## src/rtl/mux_scan_ctrl.sv

```systemverilog
// Scans a 16-bit word through an external 16:1 mux one select value at a time,
// capturing each mux output into a result word and a serial bit stream.
//
// state  | meaning
// IDLE   | waiting for start; all registers hold
// SETTLE | select stable, hold counter running down before the sample
// SAMPLE | capture mux_out for the current select, then advance
// DONE   | one-cycle completion pulse, returns to IDLE
module mux_scan_ctrl #(
  parameter int unsigned HOLD_CYCLES = 0
) (
  input  logic        clk,
  input  logic        rst,
  input  logic        start,
  input  logic [0:15] data,
  output logic [0:15] mux_in,
  output logic [3:0]  mux_sel,
  input  logic        mux_out,
  output logic        ser_bit,
  output logic        ser_valid,
  output logic        busy,
  output logic        done,
  output logic [0:15] result,
  output logic        mismatch
);

  typedef enum logic [1:0] {IDLE, SETTLE, SAMPLE, DONE} state_t;

  localparam logic [3:0] HOLD = 4'(HOLD_CYCLES);
  // With no settle time the FSM goes straight from select update to sampling.
  localparam state_t POST_SEL = (HOLD_CYCLES == 0) ? SAMPLE : SETTLE;

  state_t     state, state_nxt;
  logic [3:0] hold_cnt;

  always_ff @(posedge clk) begin
    if (rst) state <= IDLE;
    else     state <= state_nxt;
  end

  always_comb begin
    state_nxt = state;
    case (state)
      IDLE:    if (start) state_nxt = POST_SEL;
      SETTLE:  if (hold_cnt <= 4'd1) state_nxt = SAMPLE;
      SAMPLE:  state_nxt = (mux_sel == 4'd15) ? DONE : POST_SEL;
      DONE:    state_nxt = IDLE;
      default: state_nxt = IDLE;
    endcase
  end

  always_comb begin
    busy = 1'b0;
    done = 1'b0;
    busy = (state != IDLE);
    done = (state == DONE);
  end

  always_ff @(posedge clk) begin
    if (rst) begin
      mux_in    <= '0;
      mux_sel   <= '0;
      ser_bit   <= 1'b0;
      ser_valid <= 1'b0;
      result    <= '0;
      mismatch  <= 1'b0;
      hold_cnt  <= '0;
    end else begin
      ser_valid <= 1'b0;
      case (state)
        IDLE: begin
          if (start) begin
            mux_in   <= data;
            mux_sel  <= '0;
            result   <= '0;
            mismatch <= 1'b0;
            hold_cnt <= HOLD;
          end
        end
        SETTLE: hold_cnt <= hold_cnt - 4'd1;
        SAMPLE: begin
          result[mux_sel] <= mux_out;
          ser_bit         <= mux_out;
          ser_valid       <= 1'b1;
          if (mux_out != mux_in[mux_sel]) mismatch <= 1'b1;
          // Select parks at 15 after the last bit so the final index stays visible.
          if (mux_sel != 4'd15) begin
            mux_sel  <= mux_sel + 4'd1;
            hold_cnt <= HOLD;
          end
        end
        default: ;
      endcase
    end
  end

endmodule

```

## config.mk

```make
export PLATFORM = sky130hd
export DESIGN_NAME = mux_scan_ctrl
export DESIGN_NICKNAME = d
export VERILOG_FILES = /design/src/rtl/mux_scan_ctrl.sv
export SDC_FILE = /design/constraint.sdc
export NUM_CORES = 1
export LEC_CHECK = 0
export CAP_MARGIN = 20
export CORE_AREA = 2 2 75 77
export CTS_BUF_LIST = sky130_fd_sc_hd__clkbuf_4
export DETAILED_ROUTE_END_ITERATION = 12
export DIE_AREA = 0 0 77 79
export PLACE_DENSITY = 0.73
export SLEW_MARGIN = 25
export SYNTH_ARGS = -nofsm -noshare
export SYNTH_HDL_FRONTEND = slang
export SYNTH_SLANG_ARGS = --single-unit
```

## constraint.sdc

```tcl
create_clock -name clk -period 3.22 [get_ports clk]
set_input_delay 0.644 -clock clk [delete_from_list [all_inputs] [get_ports clk]]
set_output_delay 0.644 -clock clk [all_outputs]
set_load 0.01 [all_outputs]
```

---- After elaboration in Yosys (flattened, before gate mapping) ----
Cells that the tools add are included.
operators by class
  mux-type cells .......................... 21
  bitwise logic cells ..................... 1
  order comparisons ....................... 3
  $add $sub $neg .......................... 2
  eq/ne operators ......................... 10
  reduce and logical (&&, ||, !) cells .... 11
operators with widths
  operator                                                        count
  one-hot mux 16 bit (2 select lines)                             1
  bitwise mux 16 bit                                              1
  2-to-1 mux 16 bit                                               1
  2-to-1 mux 4 bit                                                3
  one-hot mux 4 bit (3 select lines)                              1
  AND reduction 3 bit                                             3
  inequality test 2 bit, second input constant                    4
  one-hot mux 2 bit (4 select lines)                              1
  one-hot mux 4 bit (2 select lines)                              1
  2-to-1 mux 1 bit                                                7
  AND reduction 2 bit                                             3
  >= comparator 5 bit, second input constant                      1
  < comparator 5 x 1 -> 1 bit, second input constant              1
  inverter 4 -> 5 bit                                             1
  adder 4 x 1 -> 4 bit, second input constant                     1
  binary-select mux 1 bit (select 4 bit)                          1
  demux 1 bit (select 4 bit)                                      1
  equality test 2 bit, second input constant                      2
  equality test 4 bit, second input constant                      1
  less-or-equal comparator 4 x 1 -> 1 bit, second input constant  1
  2-to-1 mux 2 bit                                                2
  inequality test 4 bit, second input constant                    1
  nonzero test 2 bit                                              2
  subtractor 4 x 1 -> 4 bit, second input constant                1
  6 further kinds                                                 6
word-level totals
  logic and storage cells ................. 56
  input bits .............................. 20
  register bits after elaboration ......... 45

---- Logic depth before layout (Yosys ltp) ----
  depth after elaboration ................. 7
  gate-level depth with buffers ........... 6
  mapped depth without buffers ............ 5

---- Least setup slack after synthesis ----
Ideal clock, no wire load.
  path type ............................... register to register
  from .................................... register mux_sel[2]
  to ...................................... register mismatch
  stages on the path, launching flop included .. 6
  library setup time ...................... 117 ps
  data arrival time ....................... 1838 ps
  buffers on the path ..................... 1
  period minus slack after synthesis ...... 1955 ps
  setup slack ............................. 1265 ps
  path through ............................ dfxtp_1 buf_2 mux4_2 mux4_2 xor2_1 a22o_1
between the ends
  cells in the longest elaborated chain, start to end .. 7
ends and longest elaborated chain
  element                                              RTL line  source
  start, declared                                      17        output logic [3:0] mux_sel,
  start signal, assigned                               88        mux_sel <= mux_sel + 4'd1;
  inverter 4 -> 5 bit (implied by the code)            85        if (mux_out != mux_in[mux_sel]) mismatch <= 1'b1;
  binary-select mux 1 bit (select 4 bit)               85
  2-to-1 mux 1 bit (implied by the code) (2 in a row)  85
  inequality test 1 bit                                85
  inequality test 2 bit (no source line)               --
  AND reduction 3 bit (no source line)                 --
  end signal, assigned                                 66        mismatch <= 1'b0;
  end signal, assigned                                 76        mismatch <= 1'b0;
  end signal, assigned                                 85
  end, declared                                        24        output logic mismatch
No other way between the ends. The select of a mux whose other input is x is not followed.
A chain may end at the register's enable or synchronous reset.

---- Worst setup path after layout ----
  from .................................... register mux_sel[3]
  to ...................................... output port mux_sel[3]
No word-level cell between the ends.

==> results.py <==
metrics = {
    "status": {
        "status": "complete, no violations",
    },
    "logic_synthesis": {
        "synth_cells": 236,
        "synth_top_area_share_pct": 44.1,
        "synth_edf_count": 0,
        "ys_ff_latch": 45,
        "yosysWarnings": 0,
        "synth_area_per_cell_um2": 8.65,
        "async_flop_share_pct": 0,
        "synth_nets": 262,
        "syn_area_um2": 2040,
        "synthDistinctLibCells": 31,
        "ys_top_cells_by_area": "dfxtp_1, a21oi_1, nand2_1",
        "ys_dominant_reg_cell": "dfxtp_1",
        "synth_top_area_cell": "dfxtp_1",
        "yosysSeqAreaShare_pct": 44.1,
    },
    "drt": {
        "first_iter_violations": 134,
        "drc_errors": 0,
        "drt-total-wl_mm": 5.14,
        "wl_per_cell_um": 14.2,
        "ant_nets": 0,
        "first_pass_iters": 5,
        "viasPerCell": 5.31,
        "via_count": 1926,
    },
    "cells_and_area": {
        "final_cell_mix": "clkdlybuf4s50_1, dfxtp_1, nand2_1",
        "final_area_um2": 2780,
        "postLayoutCoreUtil_pct": 52.1,
        "layout_commonest_cell": "clkdlybuf4s50_1",
        "final_nets": 316,
        "drive_above_1_share_pct": 5.84,
        "n_fill_cell": 533,
        "diodes": 0,
        "synthToLayoutAreaGrowth_pct": 36.2,
    },
    "cts": {
        "clk_pin_slew_worst_paths_ns": 0.14,
        "h-tree-depth": 2,
        "postCtsSetupBuffers": 0,
        "cts_resized": 0,
        "cts.path.max_buffers": 2,
        "insertion_delay_ns": 0.38,
        "clkSinkCount": 45,
        "numCtsBuffers": 5,
        "tritoncts": "yes",
        "clockRootBuffer": "clkbuf_4",
        "cts.hold.buffers_added": 0,
    },
    "timing": {
        "slew_headroom_pct": 47.9,
        "post-route-min-period_ns": 2.47,
        "tns_ns": 0,
        "max_freq_ghz": 0.405,
        "post-route-period-util_pct": 76.6,
        "timing.hold.ws_ns": 0.483,
        "rsz0062_at_grt": "false",
        "finalClockSkew_ns": 0.0133,
        "slew_violations": 0,
        "hold_violations": 0,
        "setup_violations": 0,
        "worst_slew_pin_slew_ns": 0.780,
    },
    "die": {
        "start_util_pct": 38.3,
        "die_h_um": 79,
        "core_um2": 5340,
        "dieArea_um2": 6080,
        "die_w_um": 77,
        "placementRows": 27,
        "ios": 61,
    },
    "pwr": {
        "powerDensity_nw_per_um2": 398,
        "irDropWorstVdd_uv": 173,
        "leakage_nw": 0.986,
    },
    "critical_path": {
        "cp_slowest_cell": "dfxtp_1",
        "critPathArrivalTime_ns": 1.82,
        "worstPathCellList": "clkdlybuf4s50_1",
        "crit_path_start_kind": "flip-flop",
        "crit_family": "flip-flops",
        "crit_path_end_kind": "output pin",
        "crit_fanout": 18,
        "crit_required_ns": 2.58,
        "slowest_delay_ns": 0.78,
        "critPathKind": "reg2out",
        "path_buf_inv": 1,
        "ff2ff_setup_slack_ns": 0.85,
    },
    "grt": {
        "grt_pass1_vias": 1818,
        "overflow": 0,
        "globalRouteTotalUtil_pct": 17.5,
        "antenna_found_initial": 0,
        "grt_max_degree": 30,
        "grt_pass1_wl_mm": 8.52,
    },
    "hold_path": {
        "min_path_type": "reg2reg",
    },
    "flow_run": {
        "drv_cap": 0,
    },
    "placement": {
        "finalWeightedCongestion": 0.841,
        "dp_hpwl_mm": 3.63,
        "postPlaceCellArea_um2": 2700,
        "numPortBuffers": 60,
    },
}
-- metal layers --
| layer | vias up | global-route usage [%] | share of wire (%) |
|---|---|---|---|
| li1 | 950 | - | - |
| met1 | 895 | 22.1 | 44 |
| met2 | 74 | 28.6 | 48 |
| met3 | 7 | 5.45 | 6.8 |
| met4 | 0 | 5.54 | 1.1 |
| met5 | - | 0 | 0 |
-- path summary, 6_finish.rpt --
check / from / to / depth (start not counted)
worst max register to register: mux_sel[3] / mismatch / 4
worst min-delay path: mux_in[11] / mux_in[11] / 2
worst min register to register: mux_in[11] / mux_in[11] / 2
worst max-delay path: mux_sel[3] / mux_sel[3] / 1
-- registers in the layout (all words and copies together) (netlist names) --
name       flops
mux_sel        4
ser_valid      1
mismatch       1
hold_cnt       4
ser_bit        1
result        16
mux_in        16
state          2
-- per-stage QoR --
stage / setup WS, ns / cells / power, mW
after floorplan: 1.26 / 236 / 0.678
after global placement: 0.889 / 355 / 0.755
after detailed placement: 0.855 / 355 / 0.757
after CTS: 0.724 / 363 / 1.12
after global routing: 0.633 / 363 / 1.16
final: 0.753 / 363 / 1.11
-- power breakdown --
| part | internal, mW | switching [mW] |
|---|---|---|
| clock | 0.164 | 0.197 |
| sequential | 0.576 | 0.0156 |
| combinational | 0.0777 | 0.0767 |
| total | 0.818 | 0.289 |
-- cells in the mapped netlist, types with 2 or more instances --
cell       n
o211ai_1  11
nor2b_1    5
mux4_1     3
or3_1      3
mux2i_1    2
nor3_1     2
nand2_1   40
xor2_1     3
buf_2      2
dfxtp_1   45
nand3_1    9
and2_1     2
clkbuf_1  14
nand2b_1   2
a21oi_1   37
buf_1      2
o311ai_0   4
ha_1       6
mux4_2     2
o21ai_0    2
nor2_1     9
nand4_1   16
inv_1      7
-- logic make-up after synthesis --
kind of cell | share of synthesized area, %
adders and majority gates | 3.68
and+or+nand+nor | 21.2
xor gates and xnor gates | 1.29
muxes | 7.05
buffers and inverters | 5.27
DFF | 44.1
AOI/OAI and AO/OA | 17.4
-- tightest hold or removal path: cells and delay by family (launching register included) --
family          cells  cell delay (ns)
simple gates        1             0.06
compound gates      1             0.05
flops               1             0.34
-- final cells by class --
cell class | count | area, um^2 | area share, %
clock buffer | 5 | 37.5 | 1.35
clock inverter | 3 | 46.3 | 1.67
inverter | 7 | 26.3 | 0.945
multi-input combinational | 165 | 1030 | 37.2
sequential | 45 | 901 | 32.4
tap | 72 | 90.1 | 3.24
timing repair buffer | 66 | 646 | 23.2
No activity file was read; power rests on OpenSTA's default activity.
==> variant 1, RTL diff (config.mk and constraints unchanged) <==
Change the parameter `HOLD_CYCLES` from 0 to 1.
--- a/src/rtl/mux_scan_ctrl.sv
+++ b/src/rtl/mux_scan_ctrl.sv
@@ -7,7 +7,7 @@
 // SAMPLE | capture mux_out for the current select, then advance
 // DONE   | one-cycle completion pulse, returns to IDLE
 module mux_scan_ctrl #(
-  parameter int unsigned HOLD_CYCLES = 0
+  parameter int unsigned HOLD_CYCLES = 1
 ) (
   input  logic        clk,
   input  logic        rst,
Check against the original RTL: not equivalent (Yosys sat finds a counterexample within 4 cycles, from zero or initial values and one cycle with rst high).
==> variant 1 against the original RTL <==
- critical path type unchanged
- area after synthesis increased by 0.12%
- worst setup slack improved by 210 ps
- final area shrank 0.86%
- via count fell by 2.1%
- wire length shrank 0.27%
- sequential cell count unchanged
- power decreased by 0.70%
- count of clock-buffer cells in the layout rose by 1
==> variant 1: results (changes against the original RTL) <==
- Seq Cell Count: 45 (unchanged)
- Placer Congestion: 0.7917 (was 0.8408)
- Largest net degree at the start of global routing: 30 (unchanged)
- Multi-input gate share of the layout cell area: 37.63% (was 37.17%)
- Total GRT Usage: 17.48% (about the same)
- Main flop type after synthesis: dfxtp_1 (unchanged)
- Synth cell count leaders: 45 x dfxtp_1, 40 x nand2_1, 34 x a21oi_1, 16 x nand4_1, 14 x clkbuf_1 (was 45 x dfxtp_1, 40 x nand2_1, 37 x a21oi_1, 16 x nand4_1, 14 x clkbuf_1)
- IO buf count: 60 (unchanged)
- Synth top area cells: dfxtp_1 44%, a21oi_1 8.3%, nand2_1 7.3% (was dfxtp_1 44%, a21oi_1 9.1%, nand2_1 7.4%)
- Reg clk slew, reported paths: 120 ps (was 140 ps)
- CP Max Fanout: 15 (was 18)
- Slowest CP cell: clkdlybuf4s50_1 (was dfxtp_1)
- Mux contribution to synthesized area: 7.038% (was 7.047%)
- Worst-Margin Slew: 621.4 ps (was 780.1 ps)
- Clock Buffer Count: 6 (was 5)
- NonClk Buf Share: 23.69% (was 23.22%)
- Post-Synth XOR/XNOR Area: 1.285% (was 1.287%)
- Met2 usage: 28.95% (was 28.60%)
- Worst min path class: reg -> reg (unchanged)
- Share of cells above drive strength 1: 5.498% (was 5.842%)
- LEAKAGE: 0.9754 nW (was 0.9859 nW)
- Final nets: 317 (was 316)
- Non-Clock Buffer Count: 67 (was 66)
- CP peak stage delay: 560 ps (was 780 ps)
- Final Routed Wirelength: 5126 um (was 5140 um)
- Clk Latency, worst-skew pair: 340 ps (was 380 ps)
- Post-Layout Inst Area: 0.002756 mm2 (was 0.002780 mm2)
- CTS buffer count: 5 (unchanged)
- Vias per Instance: 5.193 (was 5.306)
- Clk pwr: 0.000254 W (was 0.000361 W)
- DRT Pass-1 Iters: 4 (was 5)
- Vias in the first global route: 1757 (was 1818)
- Inst Count DP: 356 (was 355)
- Worst slack, placed: 1076 ps (was 854.9 ps)
- First-pass GRT wire length: 8507 um (was 8521 um)
- Fillers: 540 (was 533)
- Count of cell types in the netlist: 32 (was 31)
- Multi-input gate count: 165 (unchanged)
- Post-Syn Instances: 237 (was 236)
- Adder-cell share of the synthesized area: 3.672% (was 3.676%)
- Sw Share: 28.28% (was 26.13%)
- Clk cell area share: 1.770% (was 3.015%)
- Compound-Gate Fraction of Synth Area: 17.56% (was 17.40%)
- Status: finished, final reports clean (unchanged)
- Seq/Total Area, Yosys: 44.06% (was 44.12%)
- VDD IR max: 0.2479 mV (was 0.1732 mV)
- Logic power comb: 0.000233 W (was 0.000154 W)
- Setup clock skew after layout: 8.153 ps (was 13.31 ps)
- Met1 usage: 22.37% (was 22.13%)
- Vias: 1885 (was 1926)
- Share of power burned in combinational logic: 21.2% (was 14.0%)
- Initial DRC count: 148 (was 134)
- Syn Nets: 263 (was 262)
- Met3 usage in global routing: 5.227% (was 5.455%)
- Dpl cell area: 0.002708 mm2 (was 0.002696 mm2)
- Hpwl dp: 3636 um (was 3630 um)
==> variant 1: changes by cell type in the layout (fill, tap and decap cells not counted), sizes merged, moves of 2 or more <==
cell   delta
nor2      +2
a21oi     -3
nor3      +2
nand3     -6
a31oi     +2
==> variant 1: path summary, 6_finish.rpt <==
path	start	to	slack (ps)	depth (start not counted)
worst max-delay path	mux_sel[3]	mux_sel[3]	960	2
worst min-delay path	mux_in[10]	mux_in[10]	480	2
worst max register to register	mux_sel[3]	mismatch	1200	5
worst min register to register	mux_in[10]	mux_in[10]	480	2
==> variant 1: critical path: cells and delay by family, from the launching register on <==
| kind | cells | cell delay [ps] |
|---|---|---|
| flops | 1 | 450 |
| buf+inv | 2 | 820 |
==> variant 1: per-layer routing <==
layer  vias to the layer above  routed length (um)
li1                        958                   -
met1                       850                2317
met2                        77                2419
met3                         0                 390
met4                         0                   0
met5                         -                   0
==> variant 2, RTL diff (same settings) <==
Made on the original files. Make the reset (`rst`) asynchronous in 2 clocked blocks.
--- a/src/rtl/mux_scan_ctrl.sv
+++ b/src/rtl/mux_scan_ctrl.sv
@@ -33,7 +33,7 @@
   state_t     state, state_nxt;
   logic [3:0] hold_cnt;
 
-  always_ff @(posedge clk) begin
+  always_ff @(posedge clk or posedge rst) begin
     if (rst) state <= IDLE;
     else     state <= state_nxt;
   end
@@ -56,7 +56,7 @@
     done = (state == DONE);
   end
 
-  always_ff @(posedge clk) begin
+  always_ff @(posedge clk or posedge rst) begin
     if (rst) begin
       mux_in    <= '0;
       mux_sel   <= '0;
Behaviour: differs if rst is asserted again (counterexample within 4 cycles, from zero or initial values and one cycle with rst high); with rst held inactive, the same outputs for 10 cycles.
==> variant 2 against the original RTL <==
- via count fell by 8.7%
- register-to-register slack improved by 360 ps
- non-clock buffer count fell by 5
- highest routed layer unchanged
- clock skew fell by 9.6 ps
- worst setup slack improved by 7.7 ps
- wire length fell by 7.6%
- area after synthesis rose by 9.7%
- final area rose by 4.5%
- critical endpoint is now mux_sel[2]
- sequential cell count did not move
Power is not compared: it rests on default switching activity, and its combinational part moved more than twofold at a synthesized area within 25%.
==> variant 2: results (changes against the original RTL) <==
- Status: finished, final reports clean (unchanged)
- Synth top area cells: dfrtp_1 50%, mux2_2 9.0%, nand2_1 4.7% (was dfxtp_1 44%, a21oi_1 9.1%, nand2_1 7.4%)
- Largest net degree at the start of global routing: 36 (was 30)
- CTS buffer count: 5 (unchanged)
- Worst hold start: mismatch (was mux_in[11])
- Synth cell count leaders: 45 x dfrtp_1, 28 x nand2_1, 18 x mux2_2, 16 x nand4_1, 10 x o211ai_1 (was 45 x dfxtp_1, 40 x nand2_1, 37 x a21oi_1, 16 x nand4_1, 14 x clkbuf_1)
- Vias: 1758 (was 1926)
- Met3 usage in global routing: 6.136% (was 5.455%)
- Met2 usage: 26.23% (was 28.60%)
- Worst r2r path cells: 5 (was 4)
- Met2 wire len: 2153 um (was 2468 um)
- Layout Cells excl Fill: 333 (was 363)
- Critical path origin: mux_sel[2] (was mux_sel[3])
- Share of total power in the clock network: 10.0%
- Post-Syn Instances: 204 (was 236)
- Initial DRC count: 124 (was 134)
- Met1 usage: 21.36% (was 22.13%)
- CTS resizes: 0 (unchanged)
- Met3 wire length: 429 um (was 351 um)
- Seq/Total Area, Yosys: 50.25% (was 44.12%)
- Placer Congestion: 0.7485 (was 0.8408)
- Vias in the first global route: 1710 (was 1818)
- FFs w/ async S/R, synth: 100.0% (was 0%)
- Crit path max-delay family: flip-flops (unchanged)
- DRT met1 WL: 2109 um (was 2265 um)
- Syn Nets: 230 (was 262)
- Clk Latency, worst-skew pair: 350 ps (was 380 ps)
- CP peak stage delay: 810 ps (was 780 ps)
- Worst slew margin: 53.09% (was 47.87%)
- Setup bufs post-CTS: 0 (unchanged)
- IO buf count: 60 (unchanged)
- Setup clock skew after layout: 3.705 ps (was 13.31 ps)
- Hpwl dp: 3348 um (was 3630 um)
- Final Routed Wirelength: 4748 um (was 5140 um)
- Count of cell types in the netlist: 37 (was 31)
- Worst Hold Path Cells: 2 (unchanged)
- CP Max Fanout: 20 (was 18)
- Total GRT Usage: 16.55% (was 17.48%)
- Slowest CP cell: dfrtp_1 (was dfxtp_1)
- First-pass GRT wire length: 8038 um (was 8521 um)
- Reg2reg start: state[0] (was mux_sel[3])
- Final nets: 286 (was 316)
- Reg clk slew, reported paths: 120 ps (was 140 ps)
- DRT Pass-1 Iters: 4 (was 5)
- Share of cells above drive strength 1: 13.41% (was 5.842%)
==> variant 2: cell count changes after synthesis, moves of 3 or more <==
cell,unedited run,this run
clkbuf_1,14,2
or3_1,3,0
buf_6,1,4
o21ai_0,2,6
nand2_1,40,28
dfrtp_1,0,45
a21oi_1,37,5
mux2_2,0,18
dfxtp_1,45,0
==> variant 2: area by class of cell <==
class                   count  area, um2
fillers                   523       2434
flip-flops and latches     45       1126
multi-input cells         139      989.7
repair buffers             61      608.1
well taps                  72      90.09
clock buffers               8      60.06
inverters                   8      30.03
==> variant 2: path summary, 6_finish.rpt <==
check | slack, ps | endpoint
max reg2reg | 1210 | result[1]
min in group asynchronous | 670 | mux_in[10]
max | 760 | mux_sel[2]
max in group asynchronous | 1900 | result[3]
min reg2reg | 500 | mismatch
min | 500 | mismatch
==> variant 2: cell families after synthesis <==
kind of cell,Yosys count,synth area share (%)
adders and majority gates,6,3.350
xor gates and xnor gates,1,0.3909
AOI/OAI and AO/OA,30,9.101
and+or+nand+nor,79,17.64
DFF,45,50.25
buffers and inverters,20,5.583
muxes,23,13.68
==> variant 2: through the flow <==
| stage | hold WS [ps] | area [um2] | util (%) | total power [W] | worst slack, ps |
|---|---|---|---|---|---|
| 2_1_floorplan | 493.1 | 2241 | - | 0.001904 | 1517 |
| 3_3_place_gp | 474.9 | 2844 | 53.28 | 0.002494 | 989.8 |
| 3_5_place_dp | 479.1 | 2844 | 53.28 | 0.002515 | 959.4 |
| 4_1_cts | 504.9 | 2904 | 54.41 | 0.002800 | 741.0 |
| 5_1_grt | 556.0 | 2904 | 54.41 | 0.002981 | 671.1 |
| 6_report | 501.3 | 2904 | 54.41 | 0.002773 | 760.4 |
==> variant 2: tightest hold or removal path, cell delays in order (launching register included) <==
cell	delay (ps)
dfrtp_1	370
nand2_1	50
nand4_1	60
